$ cat config.mk
export PLATFORM = sky130hd
export DESIGN_NAME = evo_xb_pmux_arb
export DESIGN_NICKNAME = d
export VERILOG_FILES = /design/src/rtl/evo_xb_pmux_arb.sv
export SDC_FILE = /design/constraint.sdc
export NUM_CORES = 1
export LEC_CHECK = 0
export ABC_AREA = 1
export CAP_MARGIN = 20
export CORE_MARGIN = 2
export CORE_UTILIZATION = 57
export CTS_BUF_LIST = sky130_fd_sc_hd__clkbuf_8
export DETAILED_ROUTE_END_ITERATION = 6
export GPL_TIMING_DRIVEN = 0
export PLACE_DENSITY = 0.95
export SYNTH_ARGS = -nofsm -noshare
export SYNTH_HDL_FRONTEND = slang
export SYNTH_SLANG_ARGS = --single-unit
$ cat constraint.sdc
create_clock -name clk -period 6 [get_ports clk]
set_input_delay 0.6 -clock clk [delete_from_list [all_inputs] [get_ports clk]]
set_output_delay 0.6 -clock clk [all_outputs]
set_load 0.005 [all_outputs]
$ cat src/rtl/evo_xb_pmux_arb.sv
// evo_xb_pmux_arb: round-robin pin-ownership arbiter for one PMUX port.
// Serialises pin-ownership requests, rejects overlaps with pins owned by
// other requesters and keeps the ownership table that drives port_x_en_i.
module evo_xb_pmux_arb #(
  parameter int unsigned NUM_REQ   = 4,
  parameter int unsigned PIN_WIDTH = 8
) (
  input  logic                           clk,
  input  logic                           reset,
  input  logic [NUM_REQ-1:0]             req_valid_i,
  input  logic [NUM_REQ*PIN_WIDTH-1:0]   req_mask_i,
  input  logic [NUM_REQ-1:0]             rel_i,
  output logic [NUM_REQ-1:0]             ack_o,
  output logic [NUM_REQ-1:0]             nack_o,
  output logic [NUM_REQ*PIN_WIDTH-1:0]   en_o,
  output logic                           busy_o,
  output logic [7:0]                     conflict_cnt_o
);

  localparam int unsigned IW = (NUM_REQ > 1) ? $clog2(NUM_REQ) : 1;

  typedef enum logic [1:0] {IDLE, EVAL, RESP} state_t;

  state_t                         state_q, state_d;
  logic [IW-1:0]                  ptr_q, ptr_d;
  logic [IW-1:0]                  sel_q, sel_d;
  logic [PIN_WIDTH-1:0]           mask_q, mask_d;
  logic [NUM_REQ*PIN_WIDTH-1:0]   en_q, en_d, en_rel;
  logic [NUM_REQ-1:0]             ack_q, ack_d, nack_q, nack_d;
  logic [7:0]                     cnt_q, cnt_d;

  logic [IW-1:0]                  pick, cand;
  logic                           pick_vld;
  int unsigned                    idx;
  logic [PIN_WIDTH-1:0]           others;
  logic                           grant;
  logic [PIN_WIDTH-1:0]           seen, pin_multi;

  // Round-robin pick: first valid requester at or above the pointer, wrapping
  always_comb begin
    pick     = '0;
    pick_vld = 1'b0;
    idx      = 0;
    cand     = '0;
    for (int unsigned i = 0; i < NUM_REQ; i++) begin
      idx = int'(ptr_q) + i;
      if (idx >= NUM_REQ) idx = idx - NUM_REQ;
      cand = IW'(idx);
      if (!pick_vld && req_valid_i[cand]) begin
        pick_vld = 1'b1;
        pick     = cand;
      end
    end
  end

  // Releases apply before the conflict test, so a same-cycle release frees pins
  always_comb begin
    en_rel = en_q;
    for (int unsigned r = 0; r < NUM_REQ; r++) begin
      if (rel_i[r]) en_rel[r*PIN_WIDTH +: PIN_WIDTH] = '0;
    end
    others = '0;
    for (int unsigned r = 0; r < NUM_REQ; r++) begin
      if (IW'(r) != sel_q) others = others | en_rel[r*PIN_WIDTH +: PIN_WIDTH];
    end
    grant = (mask_q != '0) && ((mask_q & others) == '0);
  end

  // Next-state and next-output logic for the IDLE/EVAL/RESP loop
  always_comb begin
    state_d = state_q;
    ptr_d   = ptr_q;
    sel_d   = sel_q;
    mask_d  = mask_q;
    en_d    = en_rel;
    ack_d   = '0;
    nack_d  = '0;
    cnt_d   = cnt_q;
    case (state_q)
      IDLE: begin
        if (pick_vld) begin
          sel_d   = pick;
          mask_d  = req_mask_i[pick*PIN_WIDTH +: PIN_WIDTH];
          state_d = EVAL;
        end
      end
      EVAL: begin
        if (grant) begin
          en_d[sel_q*PIN_WIDTH +: PIN_WIDTH] = en_rel[sel_q*PIN_WIDTH +: PIN_WIDTH] | mask_q;
          ack_d[sel_q] = 1'b1;
        end else begin
          nack_d[sel_q] = 1'b1;
        end
        state_d = RESP;
      end
      RESP: begin
        ptr_d = (sel_q == IW'(NUM_REQ - 1)) ? '0 : sel_q + 1'b1;
        if ((nack_q != '0) && (cnt_q != 8'hFF)) cnt_d = cnt_q + 8'd1;
        state_d = IDLE;
      end
      default: state_d = IDLE;
    endcase
  end

  // State and registered outputs, asynchronously cleared
  always_ff @(posedge clk or posedge reset) begin
    if (reset) begin
      state_q <= IDLE;
      ptr_q   <= '0;
      sel_q   <= '0;
      mask_q  <= '0;
      en_q    <= '0;
      ack_q   <= '0;
      nack_q  <= '0;
      cnt_q   <= '0;
    end else begin
      state_q <= state_d;
      ptr_q   <= ptr_d;
      sel_q   <= sel_d;
      mask_q  <= mask_d;
      en_q    <= en_d;
      ack_q   <= ack_d;
      nack_q  <= nack_d;
      cnt_q   <= cnt_d;
    end
  end

  assign ack_o          = ack_q;
  assign nack_o         = nack_q;
  assign en_o           = en_q;
  assign busy_o         = (state_q != IDLE);
  assign conflict_cnt_o = cnt_q;

  // Pins owned by more than one row (must always be empty)
  always_comb begin
    seen      = '0;
    pin_multi = '0;
    for (int unsigned r = 0; r < NUM_REQ; r++) begin
      pin_multi = pin_multi | (seen & en_q[r*PIN_WIDTH +: PIN_WIDTH]);
      seen      = seen | en_q[r*PIN_WIDTH +: PIN_WIDTH];
    end
  end

  a_excl_owner: assert property (@(posedge clk) disable iff (reset) pin_multi == '0);

endmodule

Yosys cells after proc, flatten, opt, wreduce, memory -nomap -nowiden
Cells that the tools add are included.

storage, ports and cells
  output and inout port bits = 49
  memory bits (writable) = 0
  logic and storage cells = 102
  register bits after elaboration = 62
  input port bits = 42
  memory bits (read-only) = 0
  memories = 0
  latch bits = 0

cells by class
  divide/modulo/power cells = 0
  bitwise gates (word level) = 5
  muxes and demuxes = 40
  equal/unequal tests = 8
  magnitude comparators = 10
  shift-type cells = 4
  add/subtract/negate cells = 10
  reductions and logical operators = 17
  multipliers = 0

operators with widths
  kind                     number
  $mux 32                  2
  $mux 8                   8
  $shiftx 32x6->8          2
  $neg 5->34               1
  $shift 8x34->32 const A  1
  $shiftx 8x34->32         1
  $bwmux 32                1
  $or 8x8->8               4
  $mux 2                   10
  $mux 4                   4
  $lt 2x3->1 const B       5
  $ge 3x3->1 const B       3
  $mux 1                   9
  $add 8x1->8 const B      1
  $and 8x8->8              1
  $bmux 1 s2               4
  $logic_not 8->1          1
  $ne 8x8->1 const B       1
  $reduce_bool 8->1        1
  $sub 2x1->2 const B      4
  $add 2x2->3 const B      2
  $logic_and 1x1->1        6
  $eq 2x2->1 const B       2
  $ne 2x2->1 const A       2
  14 further kinds         18

Depth between registers and ports, before layout
  depth after elaboration = 16
  depth in mapped cells = 16
  mapped depth without buffers = 14

Worst setup path after synthesis
No wires, ideal clock.

  kind = reg-to-reg
  from = register sel_q[0]
  to = register en_q[0] (netlist: en_o[0])
  stages on the path, launching flop included = 17
  setup slack = 3.359 ns
  clock period less this slack = 2.641 ns
  buffers on the path = 3
  required time = 5.881 ns
  arrival = 2.522 ns
  library setup time = 0.119 ns
  cells stage by stage = dfrtp_1 -> inv_1 -> clkbuf_1 -> clkbuf_1 -> ha_1 -> inv_2 -> nand2_1 -> o21ai_0 -> o21ai_1 -> nand2_1 -> nor2_1 -> nand2_1 -> nor2_2 -> buf_6 -> nand2_2 -> nand2_1 -> nand2_1

between the ends
  longest elaborated chain between the ends = 13
  elaborated cells on any way between the ends = 22
  those cells by class = add/sub: 1; eq/ne: 3; shift: 3; mux: 7; bitwise: 5; reduce/logical: 3

RTL lines
  element                 RTL line  text
  from (decl)             26        logic [IW-1:0] sel_q, sel_d;
  from (signal assigned)  119       sel_q <= sel_d;
  $reduce_bool 2->1       64        if (IW'(r) != sel_q) others = others | en_rel[r*PIN_WIDTH +: PIN_WIDTH];
  $mux 8                  64
  $or 8x8->8              64
  $mux 8                  64
  $or 8x8->8              64
  $mux 8                  64
  $or 8x8->8              64
  $mux 8                  64
  $and 8x8->8             66        grant = (mask_q != '0) && ((mask_q & others) == '0);
  $logic_not 8->1         66
  $logic_and 1x1->1       66
  $mux 32 *               88        if (grant) begin
  $mux 32 *               79        case (state_q)
  net en_d[0]             28        logic [NUM_REQ*PIN_WIDTH-1:0] en_q, en_d, en_rel;
  to (signal assigned)    121       en_q <= en_d;
  to (decl)               28

Mark *: on every way through the listed nets, which the timed path passes. The rest lies on a longest branch.
A chain may end at the register's enable or synchronous reset.

Worst setup path after layout
  from = register sel_q[0]
  to = register en_q[16] (netlist: en_o[16])

Same word-level chain as after synthesis.

==> impl_results.md <==
- Result of the run: complete, no violations
- Antenna Cells: 0
- Placer congestion estimate: 0.980
- Dominant register cell in the synthesized netlist: dfrtp_1
- Post-synth top cells: nand2_1, inv_1, dfrtp_1
- Worst clock skew on the final layout: 0.0101 ns
- Post-placement cell count: 801
- Fraction of power consumed by sequential logic: 22.3%
- Number of max-slew violations in the final report: 0
- Combinational Power Share: 62.5%
- Worst Path Buf+Inv: 5
- Die area: 8010 sq um
- Maximum cell stage delay along the critical path: 0.53 ns
- Internal power: 1290 uW
- Cell leakage power: 0.00292 uW
- Worst min-delay path endpoint: state_q[1]
- Buffer levels on the longest clock path: 2
- Proportion of layout cells with a drive suffix above 1: 8.08%
- Starting density of the core: 58.1%
- Per-cell routed wire length: 16.3 microns
- Register-to-Register Setup Slack: 2.32 ns
- Pin count of the biggest net entering global routing: 32
- Synth warnings: 0
- Count of buffers added by post-CTS timing repair for setup: 0
- Tightest slew margin relative to the limit: 52.4%
- Path category of the worst min-delay check: reg2reg
- Worst reg2reg path endpoint: en_o[16]
- Final Net Count: 763
- Min-Delay Startpoint: state_q[1]
- Synthesized net count: 660
- Via count: 4588
- Fraction of synthesis flops using an asynchronous set or reset pin: 100%
- R2R Path Start: sel_q[0]
- Number of unique standard cell types used by synthesis: 36
- Peak ir drop on the vdd network: 0.000341 V
- R2R depth: 16
- Initial antenna violation count: 0
- Half-perimeter wire length after detailed placement: 10.3 mm
- Routed Antenna Nets: 0
- Switching pwr: 1370 uW
- Main area contributors after synthesis: dfrtp_1, nand2_1, inv_1
- Count of filler cells inserted in the layout: 525
- Router iterations before antenna repair: 5
- Violation count after the first detailed-routing iteration: 347
- Cell taking the most area after synthesis: dfrtp_1
- Area overhead of the layout relative to synthesis: 30.7%
- EDFF count, synth: 0
- Netlist Area Pre-Place: 4170 sq um
- Final setup vio count: 0
- Number of ports placed on the die boundary: 91
- Top-count cell post-synth: nand2_1
- Final Util: 75.9%
- Clock-pin slew on the worst setup and hold paths: 0.07 ns
- Quantity of gates resized following cts: 0
- Worst Path Required: 6.22 ns
- Kind of critical path: reg2reg
- Number of synthesized register bits: 62
- Final worst-path setup slack: 2.32 ns
- Number of levels in the clock H-tree: 3
- Type of origin of the critical path: register
- Sink count of the clock tree: 62
- Number of logic stages on the critical path including buffering: 16
- Core area: 7180 sq um
- Sequential-to-total area share from yosys stat: 37.2%
- Relative contribution of the clock network to total power: 15.2%
- Worst-path cell with the longest stage delay: clkbuf_1
- Family with the most delay on the worst path: buffers and inverters
- Gate count after technology mapping: 610
- Residual overflow from global routing: 0
- GRT Overall Usage: 35.0%
- Total of hold buffers inserted after clock tree synthesis: 0
- Portion of synthesized cell area occupied by the leading cell type: 37.2%
- Setup repair after global routing missed its margin: no
- Port Buffer Count: 90
- Row cnt: 31
- Root buffer cell: clkbuf_8
- Number of standard cells in the final layout excluding fillers: 817
- Clock buffer count from CTS: 9
- Max Cap Viol: 0
- Final critical delay including setup and external delays: 3.68 ns
- Number of global-route vias before repair: 4415
- Power density cells: 490 nW/um^2
- Count of final hold-check violations: 0
- Nature of the critical path endpoint: register
- Cells traversed along the worst timing path: inv_1 -> clkbuf_1 -> clkbuf_1 -> ha_1 -> inv_2 -> nand2_1 -> o21ai_0 -> o21ai_1 -> nand2_1 -> nor2_1 -> nand2_1 -> nor2_2 -> buf_6 -> nand2_2 -> nand2_1 -> nand2_1
- Slew at the pin closest to its max-slew limit: 0.711 ns
- Critical-path maximum fanout: 12
- CP arrival: 3.90 ns
- Timing-limited maximum frequency: 0.272 GHz
- Fraction of power spent switching nets: 51.5%
- TritonCTS clock tree: done
- Die boundary width: 89.5 microns
- Worst Hold Depth: 1
- Die span in y: 89.5 microns
- Average cell area after synthesis: 6.83 sq um
- Worst setup timing slack at the placement stage: 2.46 ns
- Tightest hold margin: 0.455 ns
- Most frequent cell on the critical path: nand2_1
- Via count normalized by instance count: 5.62
- Worst-skew pair later-pin latency: 0.34 ns
- Final clock period utilization by the worst path: 61.4%
- Total negative slack: 0 ns
- Drc violations: 0
- Wire length of the first global-routing pass: 21.1 mm
- Routed WL: 13.3 mm
[worst reg2reg max path, stage by stage (launching register included)]
cell,delay (ns)
dfrtp_1,0.48
inv_1,0.16
clkbuf_1,0.50
clkbuf_1,0.53
ha_1,0.46
inv_2,0.10
nand2_1,0.08
o21ai_0,0.13
o21ai_1,0.17
nand2_1,0.07
nor2_1,0.08
nand2_1,0.07
nor2_2,0.17
buf_6,0.21
nand2_2,0.15
nand2_1,0.14
nand2_1,0.07
[per-layer routing]
metal,wire length [microns],track usage (%),up-vias
met5,0,0,-
met4,315,12.6,0
met3,1250,9.05,37
met2,6280,58.1,286
met1,5480,44.0,2120
li1,-,-,2145
[logic make-up (layout without fill, tap and decap cells)]
group	after synthesis	after routing	synth area share, %
and+or+nand+nor	359	359	39.9
adders and majority gates	8	8	2.40
xor gates and xnor gates	7	7	1.47
muxes	1	1	0.270
DFF	62	62	37.2
buffers and inverters	112	220	10.9
AOI/OAI and AO/OA	61	61	7.87
[sequential cells by signal, indices dropped and copies added, names as in the netlist]
name,count
en_o,32
conflict_cnt_o,8
mask_q,8
ack_o,4
nack_o,4
ptr_q,2
sel_q,2
state_q,2
[power groups by stage]
| stage | Combinational (uW) | Clock, uW | Sequential [uW] |
|---|---|---|---|
| after global placement | 1550 | 0 | 592 |
| after floorplan | 1130 | 0 | 579 |
| final | 1670 | 405 | 595 |
| after CTS | 1620 | 403 | 591 |
| after global routing | 1830 | 422 | 604 |
| after detailed placement | 1610 | 0 | 598 |
[layout make-up]
class / count / area (sq um) / share of cell area, %
buffer: 21 / 113 / 2.07
clock buffer: 10 / 138 / 2.53
clock inverter: 6 / 77.6 / 1.42
inverter: 91 / 342 / 6.27
multi-input combinational: 436 / 2160 / 39.7
sequential: 62 / 1550 / 28.5
tap: 99 / 124 / 2.27
timing repair buffer: 92 / 941 / 17.3
[through the flow]
stage / cell area [sq um] / total power (uW)
after floorplan: 4170 / 1710
after global placement: 5190 / 2140
after detailed placement: 5230 / 2210
after CTS: 5450 / 2620
after global routing: 5450 / 2850
final: 5450 / 2670
[worst max path at each step]
| stage | from | to | slack (ns) |
|---|---|---|---|
| 3_5_place_dp | sel_q[0] | en_o[16] | 2.46 |
| 2_1_floorplan | sel_q[0] | en_o[0] | 3.36 |
| 3_3_place_gp | sel_q[0] | en_o[5] | 2.60 |
| 4_1_cts | sel_q[0] | en_o[16] | 2.45 |
| 5_1_grt | sel_q[0] | en_o[20] | 2.13 |
| 6_report | sel_q[0] | en_o[16] | 2.32 |
[placed cells by master, fill, tap and decap left out, types with 2 or more instances in the layout]
cell type and instances:
dfrtp_1 62, ha_1 8, nand2_2 8, clkbuf_8 10
clkbuf_1 10, clkinv_2 2, nand3_2 2, nor2_1 31
xnor2_1 4, nand2_8 2, o21ai_1 10, buf_2 6
a21oi_1 18, xor2_1 3, bufinv_16 2, nand4_1 11
o21ai_0 20, buf_6 3, nand3_1 57, inv_1 85
clkdlybuf4s50_1 90, nand2_1 201, nor2_2 2, nor4_1 3
nor3_1 24, o22ai_1 9, nand2_4 3, nand3b_1 11
buf_12 2, inv_2 8
No activity file was read; power rests on OpenSTA's default activity.
